**src/rtl/gate_response_misr.sv**
```systemverilog
// gate_response_misr: handshake capture of gate-model responses into a MISR signature.
// Optional SIG_COMPARE_EN adds expected_sig input and pass/fail verdict outputs.
module gate_response_misr #(
  parameter int               RESP_W = 10,
  parameter int               SIG_W  = 16,
  parameter int               CNT_W  = 16,
  parameter logic [SIG_W-1:0] POLY   = 16'h1021,
  parameter logic [SIG_W-1:0] SEED   = 16'h0000
) (
  input  logic              clk,
  input  logic              rst_n,
  input  logic              start,
  input  logic              abort,
  input  logic [CNT_W-1:0]  num_patterns,
  input  logic              resp_valid,
  input  logic [RESP_W-1:0] resp,
`ifdef SIG_COMPARE_EN
  input  logic [SIG_W-1:0]  expected_sig,
  output logic              pass,
  output logic              fail,
`endif
  output logic              resp_ready,
  output logic              busy,
  output logic              done,
  output logic [SIG_W-1:0]  signature,
  output logic [CNT_W-1:0]  pattern_count
);

  typedef enum logic [1:0] {
    S_IDLE,
    S_RUN,
    S_DONE
  } state_e;

  state_e            state_q, state_d;
  logic [SIG_W-1:0]  sig_q, sig_d;
  logic [CNT_W-1:0]  cnt_q, cnt_d;
  logic [CNT_W-1:0]  num_q, num_d;
  logic [SIG_W-1:0]  next_sig;
  logic [CNT_W-1:0]  cnt_inc;
  logic              take_start;
  logic              accept;

  assign take_start = start & ~abort & (state_q != S_RUN);
  assign accept     = resp_valid & ~abort & (state_q == S_RUN);
  assign cnt_inc    = cnt_q + CNT_W'(1);
  assign next_sig   = {sig_q[SIG_W-2:0], 1'b0}
                    ^ (sig_q[SIG_W-1] ? POLY : '0)
                    ^ SIG_W'(resp);

  always_ff @(posedge clk) begin
    if (!rst_n) state_q <= S_IDLE;
    else        state_q <= state_d;
  end

  always_comb begin
    state_d = state_q;
    if (abort) begin
      state_d = S_IDLE;
    end else begin
      unique case (state_q)
        S_IDLE, S_DONE: begin
          if (start)
            state_d = (num_patterns == '0) ? S_DONE : S_RUN;
        end
        S_RUN: begin
          if (accept && cnt_inc == num_q)
            state_d = S_DONE;
        end
        default: state_d = S_IDLE;
      endcase
    end
  end

  always_comb begin
    resp_ready = (state_q == S_RUN);
    busy       = (state_q == S_RUN);
    done       = (state_q == S_DONE);
  end

  always_comb begin
    sig_d = sig_q;
    cnt_d = cnt_q;
    num_d = num_q;
    if (take_start) begin
      sig_d = SEED;
      cnt_d = '0;
      num_d = num_patterns;
    end else if (accept) begin
      sig_d = next_sig;
      cnt_d = cnt_inc;
    end
  end

  always_ff @(posedge clk) begin
    if (!rst_n) begin
      sig_q <= '0;
      cnt_q <= '0;
      num_q <= '0;
    end else begin
      sig_q <= sig_d;
      cnt_q <= cnt_d;
      num_q <= num_d;
    end
  end

  assign signature     = sig_q;
  assign pattern_count = cnt_q;

`ifdef SIG_COMPARE_EN
  logic pass_q, pass_d;
  logic fail_q, fail_d;
  logic enter_done;

  // A zero-length restart from DONE is a fresh entry and re-samples the verdict
  assign enter_done = (state_d == S_DONE) &&
                      ((state_q != S_DONE) || take_start);

  always_comb begin
    pass_d = pass_q;
    fail_d = fail_q;
    if (state_d != S_DONE) begin
      pass_d = 1'b0;
      fail_d = 1'b0;
    end else if (enter_done) begin
      pass_d = (sig_d == expected_sig);
      fail_d = (sig_d != expected_sig);
    end
  end

  always_ff @(posedge clk) begin
    if (!rst_n) begin
      pass_q <= 1'b0;
      fail_q <= 1'b0;
    end else begin
      pass_q <= pass_d;
      fail_q <= fail_d;
    end
  end

  assign pass = pass_q;
  assign fail = fail_q;
`endif

endmodule

```
**config.mk**
```make
export PLATFORM = sky130hd
export DESIGN_NAME = gate_response_misr
export DESIGN_NICKNAME = d
export VERILOG_FILES = /design/src/rtl/gate_response_misr.sv
export SDC_FILE = /design/constraint.sdc
export NUM_CORES = 1
export LEC_CHECK = 0
export CAP_MARGIN = 20
export CELL_PAD_IN_SITES_DETAIL_PLACEMENT = 0
export CELL_PAD_IN_SITES_GLOBAL_PLACEMENT = 1
export CORE_ASPECT_RATIO = 1.5
export CORE_MARGIN = 4
export CORE_UTILIZATION = 39
export CTS_CLUSTER_DIAMETER = 80
export DETAILED_ROUTE_END_ITERATION = 12
export PLACE_DENSITY = 0.82
export SLEW_MARGIN = 10
export SYNTH_ARGS = -nofsm -noshare
export SYNTH_HDL_FRONTEND = slang
export SYNTH_SLANG_ARGS = --single-unit
export TNS_END_PERCENT = 50
```
**constraint.sdc**
```tcl
create_clock -name clk -period 3.4 [get_ports clk]
set_clock_uncertainty 0.15 [all_clocks]
set_input_delay 0.68 -clock clk [delete_from_list [all_inputs] [get_ports clk]]
set_output_delay 0.68 -clock clk [all_outputs]
set_load 0.05 [all_outputs]
```
==> results.md, run 1 <==
- Achievable Freq: about 360 MHz
- Die Y: roughly 110 um
- Max Cap Violations: 0
- Busiest layer in global routing: met2
- DP Wirelength: 4600 um
- Power density over the cells: between 300 and 400 nW/um^2
- Hold Path Class: register to register
- GR Layer Usage met2: 0.278
- Reg clk slew, reported paths: approximately 0.1 ns
- RSZ-0062 raised after global routing: false
- Routed length per instance: about 14 um
- Met3 Usage GRT: 0.0403
- CTS tree: built
- DIE AREA: between 8000 and 9000 um^2
- Root Driver: clkbuf_8
- PortBufs: 65
- Layout cells sized above 1: 0.0623
- Clock latency on the worst-skew pair: 0.31 ns
- Setup-violating endpoint count in the final report: 0
- Routability cong.: 0.767
- Vias in the first global route: 2197
- Crit path time final: 2.81 ns
- Mean post-synth cell area: between 8 and 9 um^2
- DR vias/cell: approximately 5
- Mapped Area: approximately 2700 um^2
- Asr flop ratio synth: 0
- GRT overflow: 0
- Worst setup SP type: register
- Final design area excluding fillers: 3410 um^2
- Req. time, crit path: about 2.6 ns
- Critical path type: register to output port
- Slew Viols, Final: 0
- Synth Register Bits: 50
- Synth Warn #: 0
- Worst Path Arrival: roughly 2.0 ns
- Post-route setup TNS: 0 ns
- Ant. Diodes: 0
- Post-layout nets: 400
- Initial antenna violation count: 0
- Die W: ~76 um
- CP max FO: 6
- Static leakage: 1.13 nW
- H-tree depth: 2
- Vias: 2284
- Final WL: 6090 um
- Post-synth top flop: dfxtp_1
- Post-Syn Nets: ~350
- CTS buffer count: 5
- First-pass GRT wire length: slightly below 10000 um
- Clock Path Buffers: 2
- Post-CTS resize count: 0
- Final Cycle Share: 0.825
- Crit end category: output port
- Initial DRC Count: 75
- Worst setup startpoint: state_q[0]
- Pre-Repair DR Iteration Count: 4
- Met1 Usage GRT: 0.170
- Dpl cell area: 3310 um^2
- Critical R2R Launch: pattern_count[1]
- Core area: between 6000 and 7000 um^2
- Initial core utilization: 0.408
- Detail Route Antenna Nets: 0
- Tot GR Track Use: 0.155
- Post-Syn Instances: approximately 320
- Core Util, Final: 0.518
- Synth unique cells: 44
- EDFF count, synth: 0
- Register area share after synthesis: 0.373
- Postcts setup bufs: 0
- Power, Total: between 0.001 and 0.0015 W
- Largest net degree at the start of global routing: 37
- Actual slew at the worst max-slew pin: 0.510 ns
- Maximum vdd drop: roughly 0.15 mV
- CTS Sinks: 50
- Layout area overhead: 27.0%
- Final Hold Viols: 0
- IO Count: 66
- Hold_sp: signature[14]
- Row Count: 36
- Relative slew slack: 0.659
- DRC errors left: 0
- Number of hold buffers added after CTS: 0
- Outcome: completed
- R2r setup slk: 0.86 ns
==> worst paths after layout <==
kind | end | depth (start not counted)
worst min-delay path | signature[15] | 2
worst max register to register | state_q[0] | 7
worst max-delay path | busy | 2
worst min register to register | signature[15] | 2
==> cells in the final DEF (no fill, tap or decap), types with 4 or more instances in the layout <==
| master | n |
|---|---|
| a21oi_1 | 9 |
| clkbuf_8 | 5 |
| xor2_1 | 16 |
| xnor2_1 | 31 |
| dfxtp_1 | 50 |
| a211oi_1 | 11 |
| nor2_1 | 34 |
| clkdlybuf4s50_1 | 65 |
| nand3_1 | 6 |
| buf_4 | 4 |
| a21boi_0 | 16 |
| o21ai_0 | 5 |
| nand2_1 | 59 |
| nor4_1 | 6 |
| nand4_1 | 8 |
==> registers in the layout, summed over array words and instances (netlist names) <==
signal / count
signature: 16
num_q: 16
pattern_count: 16
state_q: 2
==> kinds of logic (layout without fill, tap and decap cells) <==
kind of cell               Yosys count  after routing  share of synthesized area
DFF                                 50             50                      0.373
and+or+nand+nor                    141            141                      0.269
xor gates and xnor gates            47             47                      0.153
AOI/OAI and AO/OA                   49             49                      0.129
adders and majority gates            1              1                    0.00466
buffers and inverters               27             79                     0.0630
muxes                                2              2                    0.00746
==> stage by stage <==
step                cells  worst slack (ns)  hold WS [ns]
floorplan             317             0.709         0.295
global placement      437             0.485         0.311
detailed placement    437             0.506         0.317
CTS                   445             0.574         0.333
global route          445             0.498         0.350
finish                445             0.593         0.327
==> cell usage after synthesis (all sizes together) (2+ instances only) <==
master | instances | area [um^2]
dfxtp | 50 | 1000
mux2i | 2 | 20.0
nand4 | 10 | 92.6
nand3b | 3 | 22.5
o21ai | 5 | 25.0
inv | 2 | 7.51
nor2b | 3 | 18.8
a211oi | 11 | 82.6
clkbuf | 17 | 105
nand3 | 7 | 40.0
buf | 8 | 56.3
nor3 | 3 | 15.0
nor2 | 34 | 128
xnor2 | 31 | 272
nand2b | 3 | 18.8
a21boi | 16 | 120
nand2 | 59 | 221
xor2 | 16 | 140
nor4 | 9 | 83.8
nor3b | 3 | 22.5
a21oi | 9 | 45.0
==> where the power goes <==
group          leakage (nW)  internal, W  switching (W)
clock                0.0447     0.000149       0.000208
combinational         0.678    0.0000703      0.0000678
sequential            0.405     0.000598      0.0000103
==> per-layer routing <==
metal	vias to the layer above	part of all wire
met5	-	0
met4	0	0.018
met3	8	0.056
met2	61	0.51
met1	1034	0.42
li1	1181	-
==> worst max-delay path, stage by stage, from the launching register on <==
cell	delay (ns)
dfxtp_1	0.40
nor2b_1	0.38
clkdlybuf4s50_1	0.88
==> final cells by class <==
class	count	area, um^2
inverters	2	7.51
clock buffers	5	68.8
flip-flops and latches	50	1000
repair buffers	69	681
well taps	76	95.1
multi-input cells	240	1530
fillers	669	3170
clock inverters	3	25.0
Note: power is estimated with default switching activity, not from simulation.
==> inputs of run 2 (changes only) <==
--- a/config.mk
+++ b/config.mk
@@ -10,10 +10,10 @@
 export CELL_PAD_IN_SITES_GLOBAL_PLACEMENT = 1
 export CORE_ASPECT_RATIO = 1.5
 export CORE_MARGIN = 4
-export CORE_UTILIZATION = 39
+export CORE_UTILIZATION = 36
 export CTS_CLUSTER_DIAMETER = 80
 export DETAILED_ROUTE_END_ITERATION = 12
-export PLACE_DENSITY = 0.82
+export PLACE_DENSITY = 0.76
 export SLEW_MARGIN = 10
 export SYNTH_ARGS = -nofsm -noshare
 export SYNTH_HDL_FRONTEND = slang
==> constraint.sdc (replaced) <==
create_clock -name clk -period 2.73 [get_ports clk]
set_clock_uncertainty 0.15 [all_clocks]
set_input_delay 0.546 -clock clk [delete_from_list [all_inputs] [get_ports clk]]
set_output_delay 0.546 -clock clk [all_outputs]
set_load 0.05 [all_outputs]
==> run 2 against run 1 <==
  * Sequential power rose by 25%
  * Core utilization shrank 3.1 points
  * Flip-flop and latch count stayed put
  * Clock-buffer cell count is 1 higher
  * Total power up 22%
  * Final area up 3.4%
  * Combinational power increased by 29%
  * Via count rose by 2.8%
  * Worst setup slack lost 0.36 ns
  * Routed wire length grew 9.0%
==> results.md, run 2 (synthesized netlist as in run 1, its figures left out) <==
- DP Wirelength: 5050 um
- GRT overflow: 0
- Postcts setup bufs: 0
- Slew Viols, Final: 0
- CTS buffer count: 5
- CP max FO: 6
- Post-route setup TNS: 0 ns
- Hold Path Depth: 2
- Reg2reg path depth: 6
- RSZ-0062 raised after global routing: false
- Final Cycle Share: 0.913
- Actual slew at the worst max-slew pin: between 0.5 and 0.6 ns
- Layout cells sized above 1: 0.0844
- Worst setup SP type: register
- Largest net degree at the start of global routing: 37
- First-pass GRT wire length: roughly 11000 um
- Tot GR Track Use: 0.157
- Achievable Freq: 401 MHz
- Setup-violating endpoint count in the final report: 0
- Maximum vdd drop: 0.183 mV
- DIE AREA: approximately 8900 um^2
- Req. time, crit path: just over 2 ns
- Pre-Repair DR Iteration Count: 4
- CP top delay family: buffers and inverters
- Clock Path Buffers: 2
- Layout area overhead: 31.3%
- Stages on worst setup path: 2
- Worst Path Buf+Inv: 2
- CTS Sinks: 50
- Most common cell after layout, fill and taps aside: clkdlybuf4s50_1
- # fillers: ~770
- Routability cong.: between 0.7 and 0.8
- Fin Hold WS: approximately 0.32 ns
- PortBufs: 65
- Crit path largest cell delay: roughly 0.8 ns
- CTS tree: built
- Highest-delay cell along the critical path: clkdlybuf4s50_1
- Ant. Diodes: 0
- Static leakage: around 1.2 nW
- Max Cap Violations: 0
- Clock latency on the worst-skew pair: 0.30 ns
- Worst Path Arrival: 1.80 ns
- Worst-path cell chain: buf_4, clkdlybuf4s50_1
- DR vias/cell: 4.90
- Initial DRC Count: 129
- Worst setup startpoint: pattern_count[3]
- Most frequent cells in the layout: clkdlybuf4s50_1, nand2_1, dfxtp_1
- Vias: 2348
- Die W: roughly 78 um
- Reg clk slew, reported paths: ~0.080 ns
- Initial core utilization: 0.371
- DRC errors left: 0
- Critical path type: register to output port
- Final WL: around 6600 um
- Outcome: completed
- Post-layout nets: around 410
- Die Y: 114 um
- Power density over the cells: around 380 nW/um^2
- Core area: slightly above 7000 um^2
- Hold_sp: signature[9]
- Critical R2R Launch: pattern_count[2]
- Initial antenna violation count: 0
- IO Count: 66
- Vias in the first global route: between 2000 and 2500
- Crit end category: output port
- Root Driver: clkbuf_8
- Row Count: 38
- Relative slew slack: 0.658
- Routed length per instance: 13.9 um
- Detail Route Antenna Nets: 0
- Hold Path Class: register to register
- Final Hold Viols: 0
- H-tree depth: 2
- Crit path time final: between 2 and 2.5 ns
==> run 2: worst reg2reg max path: stages, from the launching register on <==
cell,delay [ns]
dfxtp_1,0.56
nand4_4,0.22
nor4_4,0.37
xnor2_1,0.16
a2111o_1,0.44
nor4_2,0.34
o21ai_0,0.11
==> run 2: cell type report <==
| type | instances | area, um^2 | share of cell area |
|---|---|---|---|
| timing repair buffer | 80 | 781 | 0.222 |
| clock buffer | 6 | 72.6 | 0.0206 |
| multi-input combinational | 240 | 1530 | 0.434 |
| clock inverter | 1 | 7.51 | 0.00213 |
| sequential | 50 | 1000 | 0.284 |
| tap | 100 | 125 | 0.0355 |
| inverter | 2 | 7.51 | 0.00213 |
==> run 2: path summary, 6_finish.rpt <==
| check | endpoint | slack (ns) |
|---|---|---|
| setup / recovery | pattern_count[3] | 0.24 |
| hold / removal | signature[10] | 0.32 |
| setup reg to reg | state_q[0] | 0.29 |
| hold reg to reg | signature[10] | 0.32 |
==> run 2: power by group <==
group	switching, W	internal [W]	leakage, nW
sequential	0.0000149	0.000744	0.405
combinational	0.0000849	0.0000931	0.772
clock	0.000234	0.000176	0.0373
total	0.000333	0.00101	1.21
==> run 2: repair_timing <==
item,CTS,global route
gates resized for setup,0,2
hold buffers,0,0
setup endpoints to repair,0,2
==> run 2: metal layers <==
layer	track usage	wire (um)
met5	0	0
met4	0.0560	156
met3	0.0348	279
met2	0.300	3590
met1	0.165	2620
==> run 2: stage by stage <==
step | power (W) | std cells | area, um^2 | util | setup WS [ns]
after floorplan | 0.000870 | 317 | 2680 | - | 0.0394
after global placement | 0.000958 | 472 | 3440 | 0.476 | 0.178
after detailed placement | 0.000957 | 472 | 3440 | 0.476 | 0.0986
after CTS | 0.00137 | 479 | 3520 | 0.487 | 0.0707
after global routing | 0.00142 | 479 | 3520 | 0.487 | 0.101
final | 0.00135 | 479 | 3520 | 0.487 | 0.236
==> inputs of run 3 (changes only) <==
--- a/config.mk
+++ b/config.mk
@@ -13,7 +13,7 @@
 export CORE_UTILIZATION = 36
 export CTS_CLUSTER_DIAMETER = 80
 export DETAILED_ROUTE_END_ITERATION = 12
-export PLACE_DENSITY = 0.76
+export PLACE_DENSITY = 0.85
 export SLEW_MARGIN = 10
 export SYNTH_ARGS = -nofsm -noshare
 export SYNTH_HDL_FRONTEND = slang
==> run 3 against run 2 <==
  * First-iteration DRC count decreased by 45%
  * Fmax increased by 2.0%
  * Final area increased by 0.43%
  * Largest power group unchanged
  * Flip-flop and latch count unchanged
  * Core utilization increased by 0.21 points
  * Critical endpoint is now done
  * Clock power increased by 10%
  * Via count unchanged
  * Final cell count increased by 0.21%
  * Sequential power about the same
==> results.md, run 3 (synthesized netlist as in run 1, its figures left out) <==
- Outcome: completed
- Achievable Freq: approximately 410 MHz
- Ant. Diodes: 0
- Row Count: 38
- Core area: around 7200 um^2
- Layout area overhead: 31.9%
- Max Cap Violations: 0
- PortBufs: 65
- Power density over the cells: around 390 nW/um^2
- CTS Sinks: 50
- Post-route setup TNS: 0 ns
- Clock Path Buffers: 2
- Layout cells sized above 1: 0.0895
- Combinational fraction of design power: 0.129
- Vias in the first global route: approximately 2200
- Worst setup SP type: register
- H-tree depth: 2
- Worst Path Arrival: between 1.5 and 2 ns
- Hold Path Class: register to register
- Die Y: 114 um
- Routed length per instance: 12.9 um
- Clock share of power: 0.326
- Initial DRC Count: 71
- Tot GR Track Use: 0.142
- Initial antenna violation count: 0
- Post-layout nets: approximately 410
- Net Sw Frac: 0.250
- Vias: roughly 2300
- Most common cell after layout, fill and taps aside: clkdlybuf4s50_1
- # fillers: around 750
- DP Wirelength: ~4800 um
- DIE AREA: roughly 8900 um^2
- Pre-Repair DR Iteration Count: 4
- CP max FO: 4
- Req. time, crit path: between 2 and 2.5 ns
- Maximum vdd drop: about 0.23 mV
- CTS tree: built
- Internal power: between 0.001 and 0.0015 W
- Final Hold Viols: 0
- GRT overflow: 0
- Static leakage: around 1.2 nW
- Core Util, Final: 0.489
- Psw: roughly 0.00035 W
- RSZ-0062 raised after global routing: false
- Crit end category: output port
- Initial core utilization: 0.371
- Footprint of the multi-input gates: around 1500 um^2
- Routability cong.: 0.791
- Actual slew at the worst max-slew pin: between 0.5 and 0.6 ns
- Reg clk slew, reported paths: around 0.090 ns
- Final Cycle Share: 0.896
- Setup-violating endpoint count in the final report: 0
- Part of the power in registers: 0.545
- Root Driver: clkbuf_8
- Die W: a little under 80 um
- Crit path time final: approximately 2.4 ns
- Detail Route Antenna Nets: 0
- Relative slew slack: 0.651
- First-pass GRT wire length: 10400 um
- Postcts setup bufs: 0
- Largest net degree at the start of global routing: 37
- Most frequent cells in the layout: clkdlybuf4s50_1, nand2_1, dfxtp_1
- DR vias/cell: 4.89
- CTS buffer count: 5
- IO Count: 66
- Clock latency on the worst-skew pair: 0.30 ns
- Critical path type: register to output port
- Final WL: a little over 6000 um
- FF/Latch Area: 1000 um^2
- DRC errors left: 0
- Slew Viols, Final: 0
run 3: cell count changes in the layout (fill, tap and decap cells not counted), sizes merged:
cell    delta
clkinv     +1
run 3: power groups by stage:
stage | sequential [W] | clock (W) | combinational [W]
final | 0.000758 | 0.000453 | 0.000179
after global routing | 0.000761 | 0.000495 | 0.000196
after CTS | 0.000758 | 0.000462 | 0.000182
after detailed placement | 0.000775 | 0 | 0.000180
after global placement | 0.000774 | 0 | 0.000180
after floorplan | 0.000782 | 0 | 0.0000881
run 3: final timing paths:
kind                          from  slack (ns)  cells after the start             to
hold / removal       signature[14]        0.33                      2  signature[15]
setup / recovery        state_q[1]        0.28                      3           done
setup reg to reg  pattern_count[1]        0.31                      7     state_q[0]
hold reg to reg      signature[14]        0.33                      2  signature[15]
run 3: per-layer routing:
| metal | share of wire | wire (um) | vias to the layer above | track usage |
|---|---|---|---|---|
| li1 | - | - | 1196 | - |
| met1 | 0.44 | 2710 | 1084 | 0.172 |
| met2 | 0.50 | 3100 | 63 | 0.256 |
| met3 | 0.046 | 286 | 5 | 0.0237 |
| met4 | 0.014 | 85 | 0 | 0.0420 |
| met5 | 0 | 0 | - | 0 |
run 3: layout make-up:
type	count	area share
Multi-Input combinational cell	240	0.432
Clock buffer	6	0.0233
Clock inverter	2	0.00354
Tap cell	100	0.0354
Sequential cell	50	0.283
Timing Repair Buffer	80	0.221
Inverter	2	0.00212
run 3: per-stage QoR:
| stage | instances | hold WS [ns] | setup WS, ns | total power (W) | area (um^2) |
|---|---|---|---|---|---|
| floorplan | 317 | 0.295 | 0.0394 | 0.000870 | 2680 |
| global placement | 472 | 0.310 | 0.218 | 0.000954 | 3440 |
| detailed placement | 472 | 0.316 | 0.135 | 0.000955 | 3440 |
| CTS | 480 | 0.329 | 0.0662 | 0.00140 | 3530 |
| global route | 480 | 0.357 | 0.0529 | 0.00145 | 3540 |
| finish | 480 | 0.326 | 0.285 | 0.00139 | 3540 |
run 3: worst max-delay path: stages (launching register included):
cell and delay (ns):
dfxtp_1 0.45, inv_1 0.08, nor2_1 0.10, clkdlybuf4s50_1 0.81
run 3: timing repair:
action / 4_1_cts / 5_1_grt
resized for setup: 0 / 2
endpoints found under the setup margin: 0 / 2
hold buffers: 0 / 0
